$ cat src/rtl/dpram_if_pkg.sv
// dpram_if_pkg: shared constants and response record for the block-RAM request bridge
package dpram_if_pkg;
  localparam int BYTE_LANES = 4;
  localparam int DATA_W = 8 * BYTE_LANES;
  localparam int DEF_VECTOR_LENGTH = 512;
  localparam int DEF_ADDR_WIDTH = 9;
  typedef struct packed {
    logic [DATA_W-1:0] rdata;
    logic err;
  } rsp_t;
endpackage

$ cat src/rtl/dpram_rsp_fifo.sv
// dpram_rsp_fifo: synchronous response FIFO with wrapping pointers and occupancy count
module dpram_rsp_fifo
  import dpram_if_pkg::*;
#(
  parameter int DEPTH = 4,
  localparam int PW = $clog2(DEPTH)
) (
  input  logic        clk_i,
  input  logic        rst_i,
  input  logic        push,
  input  logic        pop,
  input  rsp_t        din,
  output rsp_t        dout,
  output logic [PW:0] count,
  output logic        full,
  output logic        empty
);
  rsp_t mem [DEPTH];
  logic [PW-1:0] wp, rp;
  assign full = count == (PW+1)'(DEPTH);
  assign empty = count == '0;
  assign dout = mem[rp];
  always_ff @(posedge clk_i) begin
    if (rst_i) begin
      wp <= '0;
      rp <= '0;
      count <= '0;
    end else begin
      wp <= wp + PW'(push);
      rp <= rp + PW'(pop);
      count <= count + (PW+1)'(push) - (PW+1)'(pop);
    end
  end
  always_ff @(posedge clk_i) begin
    if (push) mem[wp] <= din;
  end
endmodule

$ cat src/rtl/dpram_req_bridge.sv
// dpram_req_bridge: request/response bridge onto a registered-read block-RAM port with credit-limited read buffering
module dpram_req_bridge
  import dpram_if_pkg::*;
#(
  parameter int VECTOR_LENGTH = DEF_VECTOR_LENGTH,
  parameter int ADDR_WIDTH = DEF_ADDR_WIDTH,
  parameter int WORD_WIDTH = DATA_W,
  parameter int FIFO_DEPTH = 4,
  localparam int CW = $clog2(FIFO_DEPTH) + 1
) (
  input  logic                  clk_i,
  input  logic                  rst_i,
  input  logic                  req_valid_i,
  output logic                  req_ready_o,
  input  logic                  req_we_i,
  input  logic [ADDR_WIDTH-1:0] req_addr_i,
  input  logic [WORD_WIDTH-1:0] req_wdata_i,
  input  logic [BYTE_LANES-1:0] req_be_i,
  output logic                  rsp_valid_o,
  input  logic                  rsp_ready_i,
  output logic [WORD_WIDTH-1:0] rsp_rdata_o,
  output logic                  rsp_err_o,
  output logic                  err_o,
  output logic                  mem_clke_o,
  output logic                  mem_re_o,
  output logic [ADDR_WIDTH-1:0] mem_raddr_o,
  output logic                  mem_we_o,
  output logic [ADDR_WIDTH-1:0] mem_waddr_o,
  output logic [WORD_WIDTH-1:0] mem_wdata_o,
  output logic [BYTE_LANES-1:0] mem_wbytemask_o,
  input  logic [WORD_WIDTH-1:0] mem_rdata_i
);
  logic inflight, inflight_err, in_range, wr_fire, rd_fire, push, pop, full, empty;
  logic [CW-1:0] count;
  logic [ADDR_WIDTH-1:0] raddr_q, waddr_q;
  logic [WORD_WIDTH-1:0] wdata_q;
  logic [BYTE_LANES-1:0] be_q;
  rsp_t head, din;
  assign in_range = 32'(req_addr_i) < 32'(VECTOR_LENGTH);
  assign req_ready_o = !rst_i && (req_we_i || ({1'b0, count} + (CW+1)'(inflight) < (CW+1)'(FIFO_DEPTH)));
  assign wr_fire = req_valid_i && req_ready_o && req_we_i;
  assign rd_fire = req_valid_i && req_ready_o && !req_we_i;
  assign mem_clke_o = !rst_i;
  assign mem_we_o = wr_fire && in_range;
  assign mem_re_o = rd_fire && in_range;
  assign mem_raddr_o = rd_fire ? req_addr_i : raddr_q;
  assign mem_waddr_o = wr_fire ? req_addr_i : waddr_q;
  assign mem_wdata_o = wr_fire ? req_wdata_i : wdata_q;
  assign mem_wbytemask_o = wr_fire ? req_be_i : be_q;
  assign push = inflight;
  assign din = '{rdata: inflight_err ? '0 : mem_rdata_i, err: inflight_err};
  assign rsp_valid_o = !empty;
  assign pop = rsp_valid_o && rsp_ready_i;
  assign rsp_rdata_o = empty ? '0 : head.rdata;
  assign rsp_err_o = !empty && head.err;
  dpram_rsp_fifo #(.DEPTH(FIFO_DEPTH)) u_fifo (
    .clk_i(clk_i),
    .rst_i(rst_i),
    .push(push),
    .pop(pop),
    .din(din),
    .dout(head),
    .count(count),
    .full(full),
    .empty(empty)
  );
  always_ff @(posedge clk_i) begin
    if (rst_i) begin
      inflight <= 1'b0;
      inflight_err <= 1'b0;
      err_o <= 1'b0;
      raddr_q <= '0;
      waddr_q <= '0;
      wdata_q <= '0;
      be_q <= '0;
    end else begin
      inflight <= rd_fire;
      inflight_err <= rd_fire && !in_range;
      if (wr_fire && !in_range) err_o <= 1'b1;
      if (rd_fire) raddr_q <= req_addr_i;
      if (wr_fire) begin
        waddr_q <= req_addr_i;
        wdata_q <= req_wdata_i;
        be_q <= req_be_i;
      end
    end
  end
  always_ff @(posedge clk_i) begin
    if (!rst_i) assert (!(push && full && !pop));
  end
endmodule

$ cat config.mk
export PLATFORM = sky130hd
export DESIGN_NAME = dpram_req_bridge
export DESIGN_NICKNAME = d
export VERILOG_FILES = /design/src/rtl/dpram_if_pkg.sv /design/src/rtl/dpram_rsp_fifo.sv /design/src/rtl/dpram_req_bridge.sv
export SDC_FILE = /design/constraint.sdc
export NUM_CORES = 1
export LEC_CHECK = 0
export ABC_AREA = 1
export CAP_MARGIN = 20
export CORE_MARGIN = 4
export CORE_UTILIZATION = 51
export CTS_CLUSTER_SIZE = 24
export DETAILED_ROUTE_END_ITERATION = 8
export PLACE_DENSITY = 0.8
export SETUP_SLACK_MARGIN = 0.5
export SLEW_MARGIN = 20
export SYNTH_ARGS = -nofsm -noshare
export SYNTH_HDL_FRONTEND = slang
export SYNTH_SLANG_ARGS = --single-unit
$ cat constraint.sdc
create_clock -name clk_i -period 4.45 [get_ports clk_i]
set_clock_uncertainty 0.1 [all_clocks]
set_input_delay 0.89 -clock clk_i [delete_from_list [all_inputs] [get_ports clk_i]]
set_output_delay 0.89 -clock clk_i [all_outputs]
set_load 0.01 [all_outputs]
==> results of run 1 <==
-- sequential cells by signal, indices dropped and copies added (netlist names), 2 cells and up --
register and cells:
waddr_q 9, u_fifo.mem 128, wdata_q 32, u_fifo.count 3
u_fifo.rp 2, u_fifo.wp 2, raddr_q 9, be_q 4
-- metrics by stage --
step / area (um2) / utilization
2_1_floorplan: 8250 / -
3_3_place_gp: 10100 / 0.638
3_5_place_dp: 10100 / 0.638
4_1_cts: 10700 / 0.675
5_1_grt: 10800 / 0.679
6_report: 10800 / 0.679
-- placed cells by master (no fill, tap or decap), types with 3 or more instances in the layout --
master | Yosys | final
or2_2 | 11 | 11
inv_1 | 120 | 120
edfxtp_1 | 128 | 128
nor2_1 | 144 | 144
dfxtp_1 | 62 | 61
buf_4 | 10 | 15
dlymetal6s2s_1 | 0 | 6
ha_1 | 3 | 3
inv_8 | 0 | 5
nand2_1 | 34 | 34
clkinv_8 | 0 | 3
or2_1 | 34 | 34
o21ai_1 | 6 | 6
o21ai_0 | 61 | 61
clkbuf_16 | 0 | 18
a21oi_1 | 81 | 81
a211oi_2 | 44 | 44
inv_6 | 0 | 6
nor3_2 | 0 | 4
clkdlybuf4s50_1 | 0 | 164
-- routing by layer --
metal,routed length [um],track usage
met1,7480,0.247
met2,8290,0.320
met3,1660,0.0710
met4,230,0.0577
met5,0,0
-- power groups by stage --
stage	combinational [mW]	clock (mW)	sequential, mW
final	1.39	1.48	1.99
after detailed placement	1.39	0	2.03
after CTS	1.40	1.51	1.99
after global routing	1.52	1.58	2.00
after global placement	1.37	0	2.03
after floorplan	0.739	0	2.00
-- critical path: stages --
cell	delay [ns]
clkdlybuf4s50_1	0.55
nand3_2	0.16
clkinv_8	0.15
buf_16	0.20
or2_2	0.14
inv_1	0.05
a21oi_1	0.11
clkdlybuf4s50_1	0.57
-- final cells by class --
| class | count | share of cell area |
|---|---|---|
| Timing Repair Buffer | 190 | 0.178 |
| Antenna cell | 1 | 0.000232 |
| Multi-Input combinational cell | 435 | 0.226 |
| Inverter | 124 | 0.0446 |
| Clock inverter | 15 | 0.0146 |
| Sequential cell | 190 | 0.472 |
| Tap cell | 216 | 0.0251 |
| Clock buffer | 17 | 0.0395 |
-- cells by family (layout without fill, tap and decap cells) --
kind of cell	Yosys count	in the layout
AND/OR/NAND/NOR	234	234
AO/OA/AOI/OAI	193	193
flip-flops	190	190
buffers and inverters	171	346
adder cells (fa/ha/maj)	4	4
XOR/XNOR	2	2
other	1	3
-- Yosys cell counts --
master    count
a211oi_2     44
ha_1          3
clkinv_1      2
nand2_1      34
o21ai_0      61
buf_6         7
nand4_2       1
nor2_4        1
inv_4         2
nor3_1        4
nand2_2       1
nand3_2       2
nor2_2        2
conb_1        1
buf_2        12
xor2_1        1
dfxtp_1      62
buf_4        10
xnor2_1       1
a21oi_1      81
nor2_1      144
or2_1        34
inv_1       120
or2_2        11
edfxtp_1    128
o21ai_1       6
clkbuf_1     18
a211oi_1      1
fa_1          1
-- final timing paths --
path,from,end,cells past startpoint
setup / recovery,req_valid_i,mem_wdata_o[9],8
hold / removal,raddr_q[1],raddr_q[1],4
setup reg to reg,u_fifo.count[1],u_fifo.count[2],11
hold reg to reg,raddr_q[1],raddr_q[1],4
-- repair_timing --
action	in CTS	in global routing
hold buffers	0	0
pin swaps	0	0
resized for setup	3	9
endpoints found under the hold margin	0	0
endpoints found under the setup margin	30	38
cloned	0	1
==> results.ini, run 1 <==
[power]
netSwitchingFraction = 0.310
power.total_mw = 4.85
switchingPower_mw = 1.51
p_int_mw = 3.35
leakage_nw = 4.25
combinationalPowerShare = 0.286
seqPwrFrac = 0.410
power.density_nw_per_um2 = 450
ir_drop_v = 0.000272
clkPwrFrac = 0.304

[worst_setup_path]
cp_max_fo = 40
r2r_setup_slack_ns = 1.99
crit_arrival_ns = 2.83
start_kind = input pin
critPathKind = input pin to output port
worstSetupEndpointType = output port
required_ns = 3.46

[layout]
layout.nets = 1044
instances_no_fill = 1188
multi_input_area_um2 = 2430
nFillCells = 1213
regArea_um2 = 5090
area_delta_synth_final_pct = 30.7
final_layout_size_suffix_gt1_frac = 0.124

[place]
placed_cells = 1154
pre_cts_ws_ns = 0.449
portBuffers = 172
gp_congestion = 0.756
dp_hpwl_um = 10800

[sta]
tns_ns = 0
fin_ws_ns = 0.627
final-max-slew-violation-count = 0
final_hold_viol_count = 0
slew-limit-headroom = 0.398
tightestPinTransition_ns = 0.903
holdWs_ns = 0.433
fin_crit_sh = 0.859
fmax_mhz = 262
min_period_ns = 3.82
finalSetupViolCount = 0
rsz0062_at_grt = false

[drt]
wire_per_inst_um = 14.9
drc = 0
drt-vias-per-instance = 4.87
drtPass1Iterations = 4
drtIter0Drc = 265
route.vias.total = 5788
ant_nets = 0
routed_wl_um = 17700

[global_routing]
grt_util_all_layers = 0.196
grt_pass1_vias = 5699
grt_max_degree = 65
grt_pass1_wl_um = 28100
antenna_found_initial = 1
overflow = 0

[clocking]
cts_buffers = 17
cts_buffer_depth = 2
htreeDepth = 4
root_buffer = clkbuf_16
insertion_delay_ns = 0.43
clkSlewWorstSetupHoldPaths_ns = 0.06
clock-sinks = 190
cts_setup_buffers = 0
cts_tree = done

[yosys]
synth_top_area_frac = 0.466
synth.distinct_cells = 29
synth.area.top_cells = edfxtp_1 47%, dfxtp_1 15%, a211oi_2 6.7%
synthCells = 795
synth_top_family_by_area = compound AO/OA/AOI/OAI gates
yosysTopAreaCell = edfxtp_1
synth_mux_area_frac = 0
ys_ff_latch = 190
synth_compound_area_frac = 0.157
synthXorXnorAreaFrac = 0.00212
synth_area_um2 = 8250
yosys_warnings = 0
synth_fa_ha_area_frac = 0.00698
seq_area_frac_synth = 0.617
synth.avg_cell_area_um2 = 10.4
synth-simple-area-share = 0.125

[floorplan]
die_height_um = 135
io_pins = 175
die_area_um2 = 18300
core-area_um2 = 15900
floorplan.initialDensity = 0.519
die_w_um = 135
row_count = 46

[worst_hold_path]
hold_class = flop to flop

[run]
maxCapViolCount = 0

[run_status]
status = complete, no violations

Note: power is estimated with default switching activity, not from simulation.
==> run 2: changes to the inputs <==
Settings changed: SLEW_MARGIN 20 to default.
==> results of run 2 <==
Same layout as run 1: the final DEF is identical, and so are final timing and power.
